## config.mk

```make
export PLATFORM = sky130hd
export DESIGN_NAME = cache_req_arbiter
export DESIGN_NICKNAME = d
export VERILOG_FILES = /design/src/rtl/cache_pkg.sv /design/src/rtl/cache_req_arbiter_rr_pick.sv /design/src/rtl/cache_req_arbiter.sv
export SDC_FILE = /design/constraint.sdc
export NUM_CORES = 1
export LEC_CHECK = 0
export ABC_AREA = 0
export BUFFER_PORTS_ARGS = -buffer_cell sky130_fd_sc_hd__buf_2
export CAP_MARGIN = 5
export CORE_ASPECT_RATIO = 2
export CORE_MARGIN = 2
export CORE_UTILIZATION = 47
export CTS_CLUSTER_SIZE = 28
export DETAILED_ROUTE_END_ITERATION = 7
export HOLD_SLACK_MARGIN = 0.12
export PLACE_DENSITY = 0.85
export SLEW_MARGIN = 25
export SYNTH_ARGS = -nofsm -noshare
export SYNTH_HDL_FRONTEND = slang
export SYNTH_HIERARCHICAL = 1
export SYNTH_SLANG_ARGS = --single-unit
export TNS_END_PERCENT = 20
```

## constraint.sdc

```tcl
create_clock -name clk -period 6.1 [get_ports clk]
set_input_delay 1.22 -clock clk [delete_from_list [all_inputs] [get_ports clk]]
set_output_delay 1.22 -clock clk [all_outputs]
set_load 0.005 [all_outputs]
```

## src/rtl/cache_pkg.sv

```systemverilog
// Shared types for the cache request arbiter: op encoding, FSM states,
// and the default datapath widths.
package cache_pkg;

  localparam int DATA_WIDTH_DEF = 32;
  localparam int ADDR_WIDTH_DEF = 10;

  typedef enum logic {
    READ  = 1'b0,
    WRITE = 1'b1
  } op_e;

  typedef enum logic [1:0] {
    IDLE  = 2'd0,
    ISSUE = 2'd1,
    WAIT  = 2'd2
  } arb_state_e;

endpackage

```

## src/rtl/cache_req_arbiter_rr_pick.sv

```systemverilog
// Round-robin selector: first asserted valid strictly after 'last', with wrap,
// returned as a one-hot grant (all zero when nothing is valid).
module rr_pick #(
  parameter int N  = 2,
  parameter int IW = $clog2(N)
) (
  input  logic [N-1:0]  valid,
  input  logic [IW-1:0] last,
  output logic [N-1:0]  grant
);

  logic [IW-1:0] pos;
  logic          found;

  always_comb begin
    grant = '0;
    found = 1'b0;
    pos   = '0;
    for (int k = 1; k <= N; k++) begin
      pos = IW'((int'(last) + k) % N);
      if (!found && valid[pos]) begin
        grant[pos] = 1'b1;
        found      = 1'b1;
      end
    end
  end

endmodule

```

## src/rtl/cache_req_arbiter.sv

```systemverilog
// Round-robin arbiter funnelling N requesters onto one cache port with a single
// outstanding transaction, per-transaction timeout and one-cycle response pulses.
module cache_req_arbiter
  import cache_pkg::*;
#(
  parameter int DATA_WIDTH = DATA_WIDTH_DEF,
  parameter int ADDR_WIDTH = ADDR_WIDTH_DEF,
  parameter int N_REQ      = 2,
  parameter int TIMEOUT    = 64
) (
  input  logic                        clk,
  input  logic                        reset,
  input  logic [N_REQ-1:0]            req_valid,
  output logic [N_REQ-1:0]            req_ready,
  input  logic [N_REQ-1:0]            req_rw,
  input  logic [N_REQ*ADDR_WIDTH-1:0] req_addr,
  input  logic [N_REQ*DATA_WIDTH-1:0] req_wdata,
  output logic [N_REQ-1:0]            resp_valid,
  output logic                        resp_err,
  output logic [DATA_WIDTH-1:0]       resp_rdata,
  output logic                        c_req_valid,
  input  logic                        c_req_ready,
  output logic                        c_rw,
  output logic [ADDR_WIDTH-1:0]       c_addr,
  output logic [DATA_WIDTH-1:0]       c_wdata,
  input  logic                        c_resp_valid,
  input  logic [DATA_WIDTH-1:0]       c_rdata,
  output logic                        busy
);

  localparam int IW = $clog2(N_REQ);
  localparam int CW = $clog2(TIMEOUT) + 1;

  arb_state_e            state, state_nxt;
  logic [IW-1:0]         last_grant, grant, win_idx;
  logic [N_REQ-1:0]      win;
  op_e                   rw_q;
  logic [ADDR_WIDTH-1:0] addr_q;
  logic [DATA_WIDTH-1:0] wdata_q;
  logic [CW-1:0]         cnt;
  logic                  accept, tmo, done_ok, done_to;

  rr_pick #(.N(N_REQ), .IW(IW)) u_pick (
    .valid (req_valid),
    .last  (last_grant),
    .grant (win)
  );

  always_comb begin
    win_idx = '0;
    for (int i = 0; i < N_REQ; i++)
      if (win[i]) win_idx = IW'(i);
  end

  assign req_ready   = (state == IDLE) ? win : '0;
  assign accept      = |(req_valid & req_ready);
  assign tmo         = (cnt == CW'(TIMEOUT - 1));
  assign c_req_valid = (state == ISSUE);
  assign c_rw        = rw_q;
  assign c_addr      = addr_q;
  assign c_wdata     = wdata_q;
  assign busy        = (state != IDLE);

  // A completion in the timeout cycle wins over the timeout.
  always_comb begin
    state_nxt = state;
    done_ok   = 1'b0;
    done_to   = 1'b0;
    case (state)
      IDLE:  if (accept) state_nxt = ISSUE;
      ISSUE: begin
        if (tmo) begin
          done_to   = 1'b1;
          state_nxt = IDLE;
        end else if (c_req_ready) begin
          state_nxt = WAIT;
        end
      end
      WAIT: begin
        if (c_resp_valid) begin
          done_ok   = 1'b1;
          state_nxt = IDLE;
        end else if (tmo) begin
          done_to   = 1'b1;
          state_nxt = IDLE;
        end
      end
      default: state_nxt = IDLE;
    endcase
  end

  always_ff @(posedge clk or posedge reset) begin
    if (reset) begin
      state      <= IDLE;
      last_grant <= IW'(N_REQ - 1);
      grant      <= '0;
      cnt        <= '0;
      resp_valid <= '0;
      resp_err   <= 1'b0;
      resp_rdata <= '0;
    end else begin
      state      <= state_nxt;
      resp_valid <= '0;
      resp_err   <= 1'b0;
      resp_rdata <= '0;
      if (accept) begin
        grant <= win_idx;
        cnt   <= '0;
      end else if (state != IDLE) begin
        cnt <= cnt + 1'b1;
      end
      if (done_ok) begin
        resp_valid <= N_REQ'(1) << grant;
        resp_rdata <= (rw_q == WRITE) ? '0 : c_rdata;
        last_grant <= grant;
      end else if (done_to) begin
        resp_valid <= N_REQ'(1) << grant;
        resp_err   <= 1'b1;
        last_grant <= grant;
      end
    end
  end

  // Request payload is only meaningful while a transaction is held.
  always_ff @(posedge clk) begin
    if (accept) begin
      rw_q    <= op_e'(req_rw[win_idx]);
      addr_q  <= req_addr[int'(win_idx)*ADDR_WIDTH +: ADDR_WIDTH];
      wdata_q <= req_wdata[int'(win_idx)*DATA_WIDTH +: DATA_WIDTH];
    end
  end

endmodule

```

# Word-level counts from Yosys, hierarchy flattened
# Cells that the tools add are included.
[op_classes]
shift = 3
n_mul = 1
add_sub_neg = 3
n_eq_ne = 6
reduce_logical = 10
magnitude_cmp = 5
mux = 36
bitwise = 2
[op_table]
columns = ["operator", "n"]
rows = [
  ["32-bit 2-to-1 mux", 2],
  ["64-bit by 7-bit indexed part select with 32-bit output", 1],
  ["2-bit 2-to-1 mux", 10],
  ["20-bit by 6-bit indexed part select with 10-bit output", 1],
  ["1-bit 2-to-1 mux", 18],
  ["7-bit 2-to-1 mux", 2],
  ["7-bit by 1-bit adder with 7-bit output (second input constant)", 1],
  ["7-bit by 6-bit equality test with 1-bit output (second input constant)", 1],
  ["1-bit by 2-bit < comparator with 1-bit output (second input constant)", 3],
  ["2-bit one-hot mux with 3 select lines", 1],
  ["2-bit nonzero test", 3],
  ["1-bit by 3-bit multiplier with 4-bit output (second input constant)", 1],
  ["1-bit logical AND", 3],
  ["3-bit by 1-bit inequality test with 1-bit output (second input constant)", 1],
  ["3-bit inequality test (second input constant)", 1],
  ["3-bit AND reduction", 1],
  ["1-bit adder (second input constant)", 2],
  ["2-bit bitwise AND", 1],
  ["1-bit demux with 1-bit select", 2],
  ["2-bit by 1-bit equality test with 1-bit output (second input constant)", 1],
  ["2-bit equality test (second input constant)", 1],
  ["1-bit >= comparator (second input constant)", 2],
  ["2-bit zero test", 1],
  ["2-bit inequality test (second input constant)", 1],
  ["5 further kinds", 5],
]
[word_totals]
word_cells = 76
output_inout_bits = 82
ff_bits = 89
inputBits = 124

# Logic depth before layout (Yosys ltp)
[logic_depth]
ltp_word = 13
mapped_depth = 6

# Hierarchy
# The synthesis kept the hierarchy.
[modules_own_cells]
columns = ["module", "cells_each", "seq_area_each_um2", "n_inst", "area_each_um2"]
rows = [
  ["cache_req_arbiter", 231, 2443.6, 1, 3584.7],
  ["rr_pick", 3, 0.0, 1, 18.8],
]

# Least setup slack after synthesis
# OpenSTA, ideal clock, no wires.
[synth_timing]
path_type = "input to register"
start = "input req_valid[1]"
end = "register grant"
stages = 5
arrival_ps = 3203
n_path_buf = 1
setup_slack_ps = 2770
setup_time_ps = 127
required_time_ps = 5973
path_cell_list = "a21boi_0 > buf_4 > a22oi_4 > nor2_2 > mux2_1"
[synth_between]
elab_chain_len = 9
[synth_lines]
columns = ["item", "line", "text"]
rows = [
  ["start, declared", "cache_req_arbiter.sv:13", "input logic [N_REQ-1:0] req_valid,"],
  ["1-bit 2-to-1 mux (implied by the code) (2 in series)", "cache_req_arbiter_rr_pick.sv:21", "if (!found && valid[pos]) begin"],
  ["1-bit 2-to-1 mux", "cache_req_arbiter_rr_pick.sv:21", ""],
  ["1-bit zero test", "cache_req_arbiter_rr_pick.sv:21", ""],
  ["1-bit logical AND", "cache_req_arbiter_rr_pick.sv:21", ""],
  ["2-bit 2-to-1 mux", "cache_req_arbiter_rr_pick.sv:21", ""],
  ["2-bit 2-to-1 mux", "cache_req_arbiter.sv:55", "assign req_ready = (state == IDLE) ? win : '0;"],
  ["2-bit bitwise AND", "cache_req_arbiter.sv:56", "assign accept = |(req_valid & req_ready);"],
  ["2-bit OR reduction", "cache_req_arbiter.sv:56", ""],
  ["end signal, assigned", "cache_req_arbiter.sv:107", "grant <= win_idx;"],
  ["end, declared", "cache_req_arbiter.sv:35", "logic [IW-1:0] last_grant, grant, win_idx;"],
]
# Parallel ways exist; a longest one is shown, timed or not. The select of a mux whose other input is x is not followed.
# A chain may end at the register's enable or synchronous reset.

# Final worst setup path
[layout_timing]
start = "input req_valid[1]"
end = "output req_ready[1]"
[layout_between]
elab_chain_len = 7
[layout_lines]
columns = ["item", "line", "text"]
rows = [
  ["1-bit 2-to-1 mux (implied by the code) (2 in series)", "cache_req_arbiter_rr_pick.sv:21", ""],
  ["1-bit 2-to-1 mux", "cache_req_arbiter_rr_pick.sv:21", ""],
  ["1-bit zero test", "cache_req_arbiter_rr_pick.sv:21", ""],
  ["1-bit logical AND", "cache_req_arbiter_rr_pick.sv:21", ""],
  ["2-bit 2-to-1 mux (*)", "cache_req_arbiter_rr_pick.sv:21", ""],
  ["net win[1]", "cache_req_arbiter.sv:36", "logic [N_REQ-1:0] win;"],
  ["2-bit 2-to-1 mux (*)", "cache_req_arbiter.sv:55", ""],
  ["end, declared", "cache_req_arbiter.sv:14", "output logic [N_REQ-1:0] req_ready,"],
]
# Mark *: on every way through the listed nets, which the timed path passes. The rest lies on a longest branch. The select of a mux whose other input is x is not followed.

==> run metrics <==
remaining antenna violation count after routing=0; number of global-route vias before repair=2508; sequential element share of the synthesized area=0.6781; hold-critical path depth=1; switching power total=0.0004526 W; Total Routed Length=7966 um; die height=127.8 um; PD cells=329.9 nW/um^2; average cell area after synthesis=15.40 sq um; switching power as a share of total power=0.2729; worst slew pin tran=912.3 ps; WHS Endpoint=resp_valid[0]; unique cell type count in the Yosys netlist=38; fraction of power consumed by the clock network=0.296; global-route wire length before repair=11810 um; number of flip-flops and latches in the synthesized netlist=89; GRT Total Usage=0.1913; worst endpoint data arrival time=2690 ps; final core area utilization=0.6713; DPL Wire Length=6121 um; element type at the critical path end=output pin; crit path time final=3910 ps; CP Data Required Time=4880 ps; count of fill cells added during filler insertion=547; setup repair after global routing missed its margin=false; largest net degree at the start of global routing=47; met3 layer usage reported by global route=0.05531; count of placed standard cells in the final layout, fillers left out=542; Netlist Area Pre-Place=3603 sq um; Highest Clock Rate=255.8 MHz; Worst slew margin=0.3909; reg2reg path depth=5; basic-gate share of the synthesized area counting and, or, nand and nor cells=0.09687; top library cells by usage in the layout, fill and taps aside=sky130_fd_sc_hd__buf_2 (205), sky130_fd_sc_hd__dfrtp_1 (45), sky130_fd_sc_hd__edfxtp_1 (43); combinational cell fraction of total power=0.232; clock tree from TritonCTS=yes; nets in the synthesized netlist=363; R2R Path End=c_wdata[21]; number of H-tree levels=3; worst hold slack=471.0 ps; count of warnings emitted by yosys=6; Post-CTS Repair Setup Buffers=0; clock buffer count from CTS=9; dominant combinational cell family by area after synthesis=multiplexers; buffers from clock root to sink, at most=2; Root Buffer Master=sky130_fd_sc_hd__clkbuf_16; Sum Neg Setup Slack=0 ps; layout net count=572; RePlAce Congestion=0.7662; Top Usage Layer GRT=met2; number of max-slew violations in the final report=0; XOR/XNOR Fraction of Synth Area=0.004861; fraction of final layout cells with drive strength greater than 1=0.5290; critical path start-end classification=in2out; area of placed instances=4756 sq um; launch point of the worst reg-to-reg path=last_grant; grt met1 use=0.2089; Startpoint Class=input port; post-cts repair resize count=0; portion of netlist area occupied by mux cells=0.1458; routed length per instance=14.70 um; Final Setup Violations=0; Detailed Routing Iterations Pass 1=4; flop-to-flop setup slack=3470 ps; DRC errors left=0; final cycle utilization of the critical path=0.6410; area fraction in compound gates after synthesis=0.03889; total inserted antenna cells=0; number of placed instances, taps included=526; insertion delay of the later-clocked pin in the worst-skew pair=330 ps; hold violation total from the final report=0; Leakage Power=2.499 nW; most common cell after layout, fill and taps aside=sky130_fd_sc_hd__buf_2; floorplan row count=45; status=complete, no violations; number of antenna violations at the first check in global routing=0; Area Growth Syn to Fin=39.51%; crit-path max FO=27; worst supply voltage drop on vdd=0.0002578 V; number of violations reported at the end of detailed-routing iteration 0=102; final setup skew=9.221 ps; top-level port count=206; Cells after Synth=234; Core ar.=7488 sq um; max-cap violation count=0; fraction of power consumed by sequential logic=0.473; TritonCTS sink count=89; internal power consumption=0.001206 W; HP Class=reg2reg; via-per-instance ratio=4.817; GRT overflow=0; area enclosed by the die boundary=8426 sq um; vias after detailed routing=2611; post-route standard cell area excluding fillers=5027 sq um; Global Route met2 Usage=0.3369; initial core utilization=0.4812; post-synthesis adder-cell area fraction=0.01736; die width=65.92 um; beginning of the worst hold path=grant; count of port buffers added during placement=205; Hold Buf Count CTS=0; clock transition at the registers of the reported paths=60 ps
[state kept, by name (all words and copies together) (netlist names)]
signal      count
grant           1
cnt             7
resp_rdata     32
state           2
c_addr         10
resp_valid      2
last_grant      1
resp_err        1
c_rw            1
c_wdata        32
[power groups by stage]
stage / Combinational (W) / Sequential [W] / Clock [W]
floorplan: 0.000212 / 0.000797 / 0
global placement: 0.000364 / 0.000794 / 0
detailed placement: 0.000389 / 0.000795 / 0
CTS: 0.000390 / 0.000785 / 0.000505
global route: 0.000427 / 0.000793 / 0.000532
finish: 0.000384 / 0.000784 / 0.000490
[routing by layer]
layer | up-vias | part of all wire
met4 | 0 | 0.016
met3 | 10 | 0.099
li1 | 1241 | -
met1 | 1217 | 0.35
met5 | - | 0
met2 | 143 | 0.54
[final cells by class]
class	count	area [sq um]	share of cell area
clock inverter	6	42.54	0.008462
multi-input combinational	130	1111	0.2210
tap	94	117.6	0.02339
inverter	6	22.52	0.004480
sequential	89	2444	0.4861
timing repair buffer	207	1061	0.2111
clock buffer	10	229.0	0.04555
[per-stage QoR]
stage | worst slack [ps] | power [W]
CTS | 2152 | 0.001680
global route | 2091 | 0.001752
detailed placement | 2157 | 0.001184
finish | 2190 | 0.001658
floorplan | 2770 | 0.001010
global placement | 2182 | 0.001158
[Yosys cell counts]
cell                       count  area share
sky130_fd_sc_hd__o22ai_1       1      0.0017
sky130_fd_sc_hd__ha_1          5       0.017
sky130_fd_sc_hd__a22oi_4       1      0.0059
sky130_fd_sc_hd__dfstp_2       1      0.0073
sky130_fd_sc_hd__mux2_1       39        0.12
sky130_fd_sc_hd__edfxtp_1     43        0.36
sky130_fd_sc_hd__nand3_2       1      0.0028
sky130_fd_sc_hd__a41oi_1       1      0.0024
sky130_fd_sc_hd__nor2b_1       1      0.0017
sky130_fd_sc_hd__o21ai_0       1      0.0014
sky130_fd_sc_hd__o31ai_1       1      0.0021
sky130_fd_sc_hd__dfrtp_1      45        0.31
sky130_fd_sc_hd__mux2_4        2      0.0083
sky130_fd_sc_hd__a22o_1        2      0.0049
sky130_fd_sc_hd__a21boi_1      1      0.0021
sky130_fd_sc_hd__a21boi_0      1      0.0021
sky130_fd_sc_hd__nand2b_1      2      0.0035
sky130_fd_sc_hd__o21ai_1       6      0.0083
sky130_fd_sc_hd__mux2_2        5       0.016
sky130_fd_sc_hd__nor3_2        1      0.0028
sky130_fd_sc_hd__nor3_1        1      0.0014
sky130_fd_sc_hd__a31oi_1       1      0.0017
sky130_fd_sc_hd__xor2_1        1      0.0024
sky130_fd_sc_hd__xnor2_1       1      0.0024
sky130_fd_sc_hd__and3b_1       1      0.0024
sky130_fd_sc_hd__and3_1        1      0.0017
sky130_fd_sc_hd__clkbuf_1      4      0.0042
sky130_fd_sc_hd__nor2_2        1      0.0017
sky130_fd_sc_hd__nor2_1        7      0.0073
sky130_fd_sc_hd__o22a_2        1      0.0028
sky130_fd_sc_hd__a21oi_1       1      0.0014
sky130_fd_sc_hd__o21a_1        1      0.0021
sky130_fd_sc_hd__inv_1         6      0.0062
sky130_fd_sc_hd__buf_2         4      0.0056
sky130_fd_sc_hd__nand4b_1      2      0.0049
sky130_fd_sc_hd__nand2_1       4      0.0042
sky130_fd_sc_hd__buf_4         1      0.0021
sky130_fd_sc_hd__and2_1       36       0.063
[cells by family after synthesis]
| kind of cell | Yosys count |
|---|---|
| fa+ha+maj | 5 |
| simple gates | 58 |
| compound gates | 19 |
| xor+xnor | 2 |
| mux | 46 |
| flops | 89 |
| buf+inv | 15 |
[critical path: stages]
cell	delay [ps]
sky130_fd_sc_hd__buf_2	120
sky130_fd_sc_hd__a21boi_4	600
sky130_fd_sc_hd__buf_4	450
sky130_fd_sc_hd__and2_1	180
sky130_fd_sc_hd__buf_2	100
[worst max path at each step]
| stage | startpoint | to | slack [ps] | cells past startpoint |
|---|---|---|---|---|
| after global placement | req_valid[1] | grant | 2180 | 6 |
| final | req_valid[1] | req_ready[1] | 2190 | 5 |
| after detailed placement | req_valid[1] | req_ready[1] | 2160 | 5 |
| after global routing | req_valid[1] | req_ready[1] | 2090 | 5 |
| after CTS | req_valid[1] | req_ready[1] | 2150 | 5 |
| after floorplan | req_valid[1] | grant | 2770 | 5 |
Power figures use the tool's default switching activity.
